[src/rtl/handshake_pkg.sv]
// ----------------------------------------------------------------------------
// handshake_pkg
// Shared definitions for the four-phase receive FIFO:
//   DEFAULT_B   default data word width
//   hs_state_t  handshake FSM state (IDLE: ack low, ACKED: ack high)
// ----------------------------------------------------------------------------
package handshake_pkg;

   localparam int DEFAULT_B = 16;

   typedef enum logic {
      IDLE  = 1'b0,
      ACKED = 1'b1
   } hs_state_t;

endpackage

[src/rtl/handshake_rx_fifo_sync.sv]
// ----------------------------------------------------------------------------
// sync_2ff
// Two-flop synchronizer for a single-bit level crossing into clk.
// Ports:
//   clk  sampling clock
//   rst  synchronous active-high reset, clears both flops to 0
//   d    asynchronous input level
//   q    synchronized level (second flop)
// ----------------------------------------------------------------------------
module sync_2ff (
   input  logic clk,
   input  logic rst,
   input  logic d,
   output logic q
);

   logic sync_p0;

   // stage p0 may go metastable; stage p1 (q) is the only safe consumer tap
   always_ff @(posedge clk) begin
      if (rst) begin
         sync_p0 <= 1'b0;
         q       <= 1'b0;
      end else begin
         sync_p0 <= d;
         q       <= sync_p0;
      end
   end

endmodule

[src/rtl/handshake_rx_fifo.sv]
// ----------------------------------------------------------------------------
// handshake_rx_fifo
// Receives words from an asynchronous four-phase (rqst/ack) sender and stores
// them in a first-word-fall-through FIFO for a synchronous consumer.
// Ports:
//   clk        sole clock, rising edge
//   rst        synchronous active-high reset
//   rqst       four-phase request from the sender (asynchronous)
//   BusData    bundled data, stable while rqst is high
//   ack        four-phase acknowledge, registered
//   rd_en      consumer pop request
//   OutData    head-of-FIFO word, 0 when empty
//   out_valid  FIFO non-empty
//   full       count == DEPTH
//   count      number of stored words
// ----------------------------------------------------------------------------
module handshake_rx_fifo
   import handshake_pkg::*;
#(
   parameter int B     = DEFAULT_B,
   parameter int DEPTH = 4
) (
   input  logic                     clk,
   input  logic                     rst,
   input  logic                     rqst,
   input  logic [B-1:0]             BusData,
   output logic                     ack,
   input  logic                     rd_en,
   output logic [B-1:0]             OutData,
   output logic                     out_valid,
   output logic                     full,
   output logic [$clog2(DEPTH):0]   count
);

   localparam int PW = $clog2(DEPTH);
   localparam int CW = PW + 1;

   logic          rqst_s;
   hs_state_t     state;
   logic [PW-1:0] wr_ptr;
   logic [PW-1:0] rd_ptr;
   logic [B-1:0]  mem [DEPTH];
   logic          wr_go;
   logic          rd_go;

   sync_2ff u_sync (
      .clk (clk),
      .rst (rst),
      .d   (rqst),
      .q   (rqst_s)
   );

   // full comes from the registered count, so a same-edge pop never frees a
   // slot for a write while full; the sender simply waits on ack.
   assign full      = (count == CW'(DEPTH));
   assign out_valid = (count != '0);
   assign wr_go     = (state == IDLE) && rqst_s && !full;
   assign rd_go     = rd_en && out_valid;
   assign OutData   = out_valid ? mem[rd_ptr] : '0;

   // handshake FSM: one write per four-phase cycle, ack registered
   always_ff @(posedge clk) begin
      if (rst) begin
         state <= IDLE;
         ack   <= 1'b0;
      end else if (state == IDLE) begin
         if (wr_go) begin
            state <= ACKED;
            ack   <= 1'b1;
         end
      end else begin
         if (!rqst_s) begin
            state <= IDLE;
            ack   <= 1'b0;
         end
      end
   end

   // storage: data only, no reset
   always_ff @(posedge clk) begin
      if (wr_go && !rst) begin
         mem[wr_ptr] <= BusData;
      end
   end

   // pointers and occupancy; power-of-two DEPTH makes the pointer wrap free
   always_ff @(posedge clk) begin
      if (rst) begin
         wr_ptr <= '0;
         rd_ptr <= '0;
         count  <= '0;
      end else begin
         if (wr_go) wr_ptr <= wr_ptr + PW'(1);
         if (rd_go) rd_ptr <= rd_ptr + PW'(1);
         if (wr_go && !rd_go)      count <= count + CW'(1);
         else if (rd_go && !wr_go) count <= count - CW'(1);
      end
   end

endmodule

[config.mk]
export PLATFORM = sky130hd
export DESIGN_NAME = handshake_rx_fifo
export DESIGN_NICKNAME = d
export VERILOG_FILES = /design/src/rtl/handshake_pkg.sv /design/src/rtl/handshake_rx_fifo_sync.sv /design/src/rtl/handshake_rx_fifo.sv
export SDC_FILE = /design/constraint.sdc
export NUM_CORES = 1
export LEC_CHECK = 0
export CAP_MARGIN = 30
export CORE_ASPECT_RATIO = 0.8
export CORE_MARGIN = 2
export CORE_UTILIZATION = 30
export CTS_CLUSTER_SIZE = 20
export DETAILED_ROUTE_END_ITERATION = 16
export PLACE_DENSITY = 0.47
export SLEW_MARGIN = 20
export SYNTH_ARGS = -nofsm -noshare
export SYNTH_HDL_FRONTEND = slang
export SYNTH_HIERARCHICAL = 1
export SYNTH_SLANG_ARGS = --single-unit
export TNS_END_PERCENT = 30
[constraint.sdc]
create_clock -name clk -period 3.34 [get_ports clk]
set_input_delay 0.501 -clock clk [delete_from_list [all_inputs] [get_ports clk]]
set_output_delay 0.501 -clock clk [all_outputs]
set_load 0.01 [all_outputs]
---- Word-level counts from Yosys, hierarchy flattened ----
Memory sizes are Yosys's and may differ from the RTL's. A register that Yosys moved wholly into a read port is not among the register bits.
Cells that the tools add are included.
word-level totals
  memory bits (writable) .................. 64
  memories kept ........................... 1
  input port bits ......................... 20
  output and inout bits ................... 22
  word-level logic and storage cells ...... 42
  bits in registers ....................... 11
cells by class
  reductions and logical operators ........ 14
  bitwise gates (word level) .............. 1
  mux-type cells .......................... 13
  equality and inequality tests ........... 2
  add/sub/neg operators ................... 4
memory list
  name  words  width  rd ports  clocked after memory_dff  write ports  RTL line                 RTL
  mem   4      16     1         1                         1            handshake_rx_fifo.sv:42  logic [B-1:0] mem [DEPTH];
operators by type and width
  operator             count
  $mux 16              1
  $mux 1               8
  $logic_and 1x1->1    6
  $mux 3               2
  $add 2x1->2 const B  2
  $logic_not 1->1      4
  $mux 2               2
  $reduce_bool 2->1    2
  $add 3x1->3 const B  1
  $eq 3x3->1 const B   1
  $reduce_bool 3->1    1
  $sub 3x1->3 const B  1
  $ne 2x2->1 const B   1
  $reduce_and 2->1     1
  $not 1->1            1

---- Logic depth before layout (Yosys ltp) ----
  depth after elaboration ................. 7
  gate-level depth with buffers ........... 9
  mapped depth without buffers ............ 9

---- Hierarchy ----
The synthesis kept the hierarchy.
modules (own cells, without submodules)
  module             sequential area each (um2)  cells each  instances  area each (um2)
  handshake_rx_fifo  2,142.1                     160         1          2,969.1
  sync_2ff           40.0                        4           1          52.6

---- Worst setup path before layout ----
OpenSTA, ideal clock, no wires.
  kind .................................... reg2reg
  start ................................... register count[0]
  end ..................................... memory mem[0][0] (netlist bit) (enable)
  path slack .............................. 0.883 ns
  library setup time ...................... 0.413 ns
  stages on the path, launching flop included .. 4
  required time ........................... 2.927 ns
  arrival ................................. 2.045 ns
  period minus slack after synthesis ...... 2.457 ns
  cell sequence ........................... dfxtp_1 -> or3b_4 -> nand2_4 -> nor3b_1
on the way
  longest elaborated chain between the ends .. 6
ends and longest elaborated chain
  what                          RTL line                 RTL
  start: declaration            handshake_rx_fifo.sv:32  output logic [$clog2(DEPTH):0] count
  start signal: assignment      handshake_rx_fifo.sv:95  if (wr_go && !rd_go) count <= count + CW'(1);
  start signal: assignment      handshake_rx_fifo.sv:96  else if (rd_go && !wr_go) count <= count - CW'(1);
  $eq 3x3->1                    handshake_rx_fifo.sv:55  assign full = (count == CW'(DEPTH));
  $logic_not 1->1               handshake_rx_fifo.sv:57  assign wr_go = (state == IDLE) && rqst_s && !full;
  $logic_and 1x1->1             handshake_rx_fifo.sv:57
  $logic_and 1x1->1             handshake_rx_fifo.sv:81  if (wr_go && !rst) begin
  $mux 1                        handshake_rx_fifo.sv:81
  $mux 1 (implied by the code)  handshake_rx_fifo.sv:82  mem[wr_ptr] <= BusData;
  end: declaration              handshake_rx_fifo.sv:42
Every way passes these cells.

==> impl_metrics.tcl <==
set metrics [dict create \
    synth-adder-area-share_pct 2.73 \
    required_time_at_the_endpoint_of_the_critical_path_ns 2.84 \
    synthTopCellsByArea "sky130_fd_sc_hd__edfxtp_1, sky130_fd_sc_hd__mux4_2, sky130_fd_sc_hd__dfxtp_1, sky130_fd_sc_hd__nor2b_1, sky130_fd_sc_hd__ha_1" \
    cts_tree "built" \
    worst_path_slowest_cell "sky130_fd_sc_hd__dfxtp_1" \
    worst_path_dominant_cell_family "buffers and inverters" \
    synth.ff_latch_count 77 \
    critical_path.startpoint_type "register" \
    timing.hold.worst.start "u_sync/sync_p0$_SDFF_PP0_" \
    initial_utilization_pct 31.1 \
    syn-num-nets 190 \
    syn-cell-area_sq_mm 0.00302 \
    hp-class "register to register" \
    total_of_endpoints_with_negative_setup_slack_in_the_final_report 0 \
    placedCellCount 348 \
    p_per_area_mw_per_mm2 768 \
    cts_made_buffers 9 \
    hpwlAfterDp_mm 3.81 \
    cts.sinks 77 \
    initial_antenna_violation_count 0 \
    peakVddDrop_uv 281 \
    leakagePower_nw 1.32 \
    worst_skew_pair.late_latency_ns 0.33 \
    reg2reg_from "count[0]$_SDFFE_PP0P_" \
    synthToLayoutAreaGrowth_pct 31.9 \
    synth-edff-count 64 \
    final_max_slew_viol_count 0 \
    finalSetupTns_ns 0 \
    clock_tree_skew_after_final_layout_ns 0.00484 \
    worstMarginPinSlew_ns 0.658 \
    clock.fmax_ghz 0.372 \
    clkSlewWorstSetupHoldPaths_ns 0.05 \
    critical_path_buf_inv_count 2 \
    synthXorXnorAreaFrac_pct 0.870 \
    cts_buffer_depth 2 \
    finish.net_count 249 \
    holdBufCountCts 0 \
    yosys.area_share.simple_pct 7.66 \
    antenna_left 0 \
    worst_setup_ep_type "output port" \
    crit_path_cells "buf_4, mux4_2, nor2b_1, clkdlybuf4s50_1" \
    synth_area_per_cell_sq_um 18.4 \
    timing.critical_path.fanout_max 11 \
    number_of_buffers_added_for_setup_after_cts 0 \
    timing.final.crit_share_pct 80.4 \
    drc 0 \
    n_antenna_cell 0 \
    largest_net_degree_at_the_start_of_global_routing 18 \
    asyncSetResetFlopFracSynth_pct 0 \
    gpl.final_weighted_congestion 0.643 \
    rsz_0062_raised_after_global_routing "false" \
    synth_largest_area_cell "sky130_fd_sc_hd__edfxtp_1" \
    post-route-worst-setup-slack_ns 0.654 \
    hold_violations 0 \
    first_global_vias 1627 \
    slew-limit-headroom_pct 56.0 \
    ios 42 \
    floorplan.die_area_sq_mm 0.0109 \
    synth_top_family_by_area "multiplexers" \
    die-height_um 93.8 \
    gr-total-overflow 0 \
    total_power_mw 3.06 \
    status "completed" \
    post_synth_cell_types 28 \
    path_class "register to output port" \
    synthCells 164 \
    cts-resized-gates 0 \
    first_iter_violations 82 \
    avgViaCountPerCell 4.30 \
    grt_util_met1_pct 14.4 \
    share_of_the_synthesized_area_in_compound_gates_ao_oa_aoi_oai_pct 1.82 \
    cts.htree.levels 3 \
    global_route.peak_usage_layer "met2" \
    fraction_of_layout_instances_using_a_drive_strength_above_1_pct 22.8 \
    vias 1565 \
    finish.cell_count_without_fillers 364 \
    number_of_warnings_printed_during_yosys_synthesis 6 \
    globalRouteTotalUtil_pct 11.4 \
    avgRoutedWirePerCell_um 15.2 \
    core_sq_mm 0.00973 \
    rows 32 \
    slowest_delay_ns 0.67 \
    synth_mux_area_share_pct 12.8 \
    yosys.area.top_type_share_pct 63.6 \
    clockRootBuffer "sky130_fd_sc_hd__clkbuf_16" \
    synth_seq_area_share_pct 72.2 \
    grtUsageMet3_pct 4.58 \
    utilization_pct 41.0 \
    met2_usage_pct 17.2 \
    dominantRegCellSynth "sky130_fd_sc_hd__edfxtp_1" \
    wl_mm 5.54 \
    fill_cells 892 \
    cap_viol_max_count 0 \
    firstDrtPassIters 4 \
    pre_cts_slack_ns 0.887 \
    worstPathArrival_ns 2.18 \
    period_needed_ns 2.69 \
    grt_pass1_wl_mm 8.80 \
    port-buffer-count 41 \
    die_width_um 116 \
]
[worst register-to-register path, delay by kind of cell (launching register included)]
family,cells,cell delay [ns]
AOI/OAI and AO/OA,1,0.13
xor gates and xnor gates,1,0.15
adders and majority gates,2,0.56
buffers and inverters,2,0.15
DFF,1,0.47
and+or+nand+nor,3,0.62
[synthesized netlist by cell type (all sizes together), types with 2 or more instances]
| library cell | instances |
|---|---|
| edfxtp | 64 |
| nor2 | 6 |
| o21ai | 3 |
| nor3b | 4 |
| xor2 | 3 |
| or3 | 2 |
| mux4 | 16 |
| clkbuf | 2 |
| nand2 | 2 |
| buf | 4 |
| ha | 5 |
| nor2b | 19 |
| inv | 7 |
| a21oi | 5 |
| dfxtp | 13 |
[report_power, final]
group | total (mW) | switching (mW) | internal [mW]
Sequential | 1.14 | 0.0511 | 1.09
Combinational | 0.966 | 0.412 | 0.554
Clock | 0.959 | 0.342 | 0.617
Total | 3.06 | 0.805 | 2.26
[through the flow]
step,hold WS [ns],cell area (sq um)
after global placement,0.420,3690
after CTS,0.441,3990
after global routing,0.475,3990
after detailed placement,0.429,3690
after floorplan,0.414,3020
final,0.437,3990
[layer usage]
layer	routed length, um	up-vias
met5	0	-
met4	67	0
met3	290	5
met2	2640	31
met1	2550	788
li1	-	741
[layout by cell type, fill, tap and decap left out, types with 2 or more instances in the layout]
cell,instances
sky130_fd_sc_hd__clkbuf_8,2
sky130_fd_sc_hd__clkdlybuf4s50_1,41
sky130_fd_sc_hd__clkbuf_1,3
sky130_fd_sc_hd__ha_1,5
sky130_fd_sc_hd__nor3b_2,4
sky130_fd_sc_hd__clkbuf_16,9
sky130_fd_sc_hd__a21oi_1,5
sky130_fd_sc_hd__mux4_2,16
sky130_fd_sc_hd__inv_1,4
sky130_fd_sc_hd__nor2b_1,19
sky130_fd_sc_hd__xor2_1,3
sky130_fd_sc_hd__dfxtp_1,13
sky130_fd_sc_hd__o21ai_0,3
sky130_fd_sc_hd__or3_1,2
sky130_fd_sc_hd__nor2_1,6
sky130_fd_sc_hd__buf_4,13
sky130_fd_sc_hd__edfxtp_1,64
sky130_fd_sc_hd__inv_2,3
[kinds of logic (layout without fill, tap and decap cells)]
kind of cell	after synthesis	count (layout)
multiplexers	18	18
AND/OR/NAND/NOR	37	37
XOR/XNOR	3	3
adder cells (fa/ha/maj)	6	6
buffers and inverters	13	77
flip-flops	77	77
AO/OA/AOI/OAI	10	10
[flip-flops by register name, indices dropped and copies added (netlist names), named ones only]
register / flops
ack: 1
u_sync/sync_p0: 1
rd_ptr: 2
state: 1
count: 3
mem: 64
u_sync/q: 1
wr_ptr: 2
[final timing paths]
kind / cells after the start / slack (ns) / endpoint
setup / recovery: 4 / 0.65 / OutData[5]
hold / removal: 1 / 0.44 / u_sync/q$_SDFF_PP0_
setup reg to reg: 9 / 1.16 / count[2]$_SDFFE_PP0P_
hold reg to reg: 1 / 0.44 / u_sync/q$_SDFF_PP0_
[layout make-up]
class,count,area [sq um],area share [%]
clock buffer,14,264,6.62
clock inverter,2,33.8,0.848
inverter,7,26.3,0.659
multi-input combinational,74,801,20.1
sequential,77,2180,54.8
tap,136,170,4.27
timing repair buffer,54,508,12.7
(Power assumes the default switching activity.)
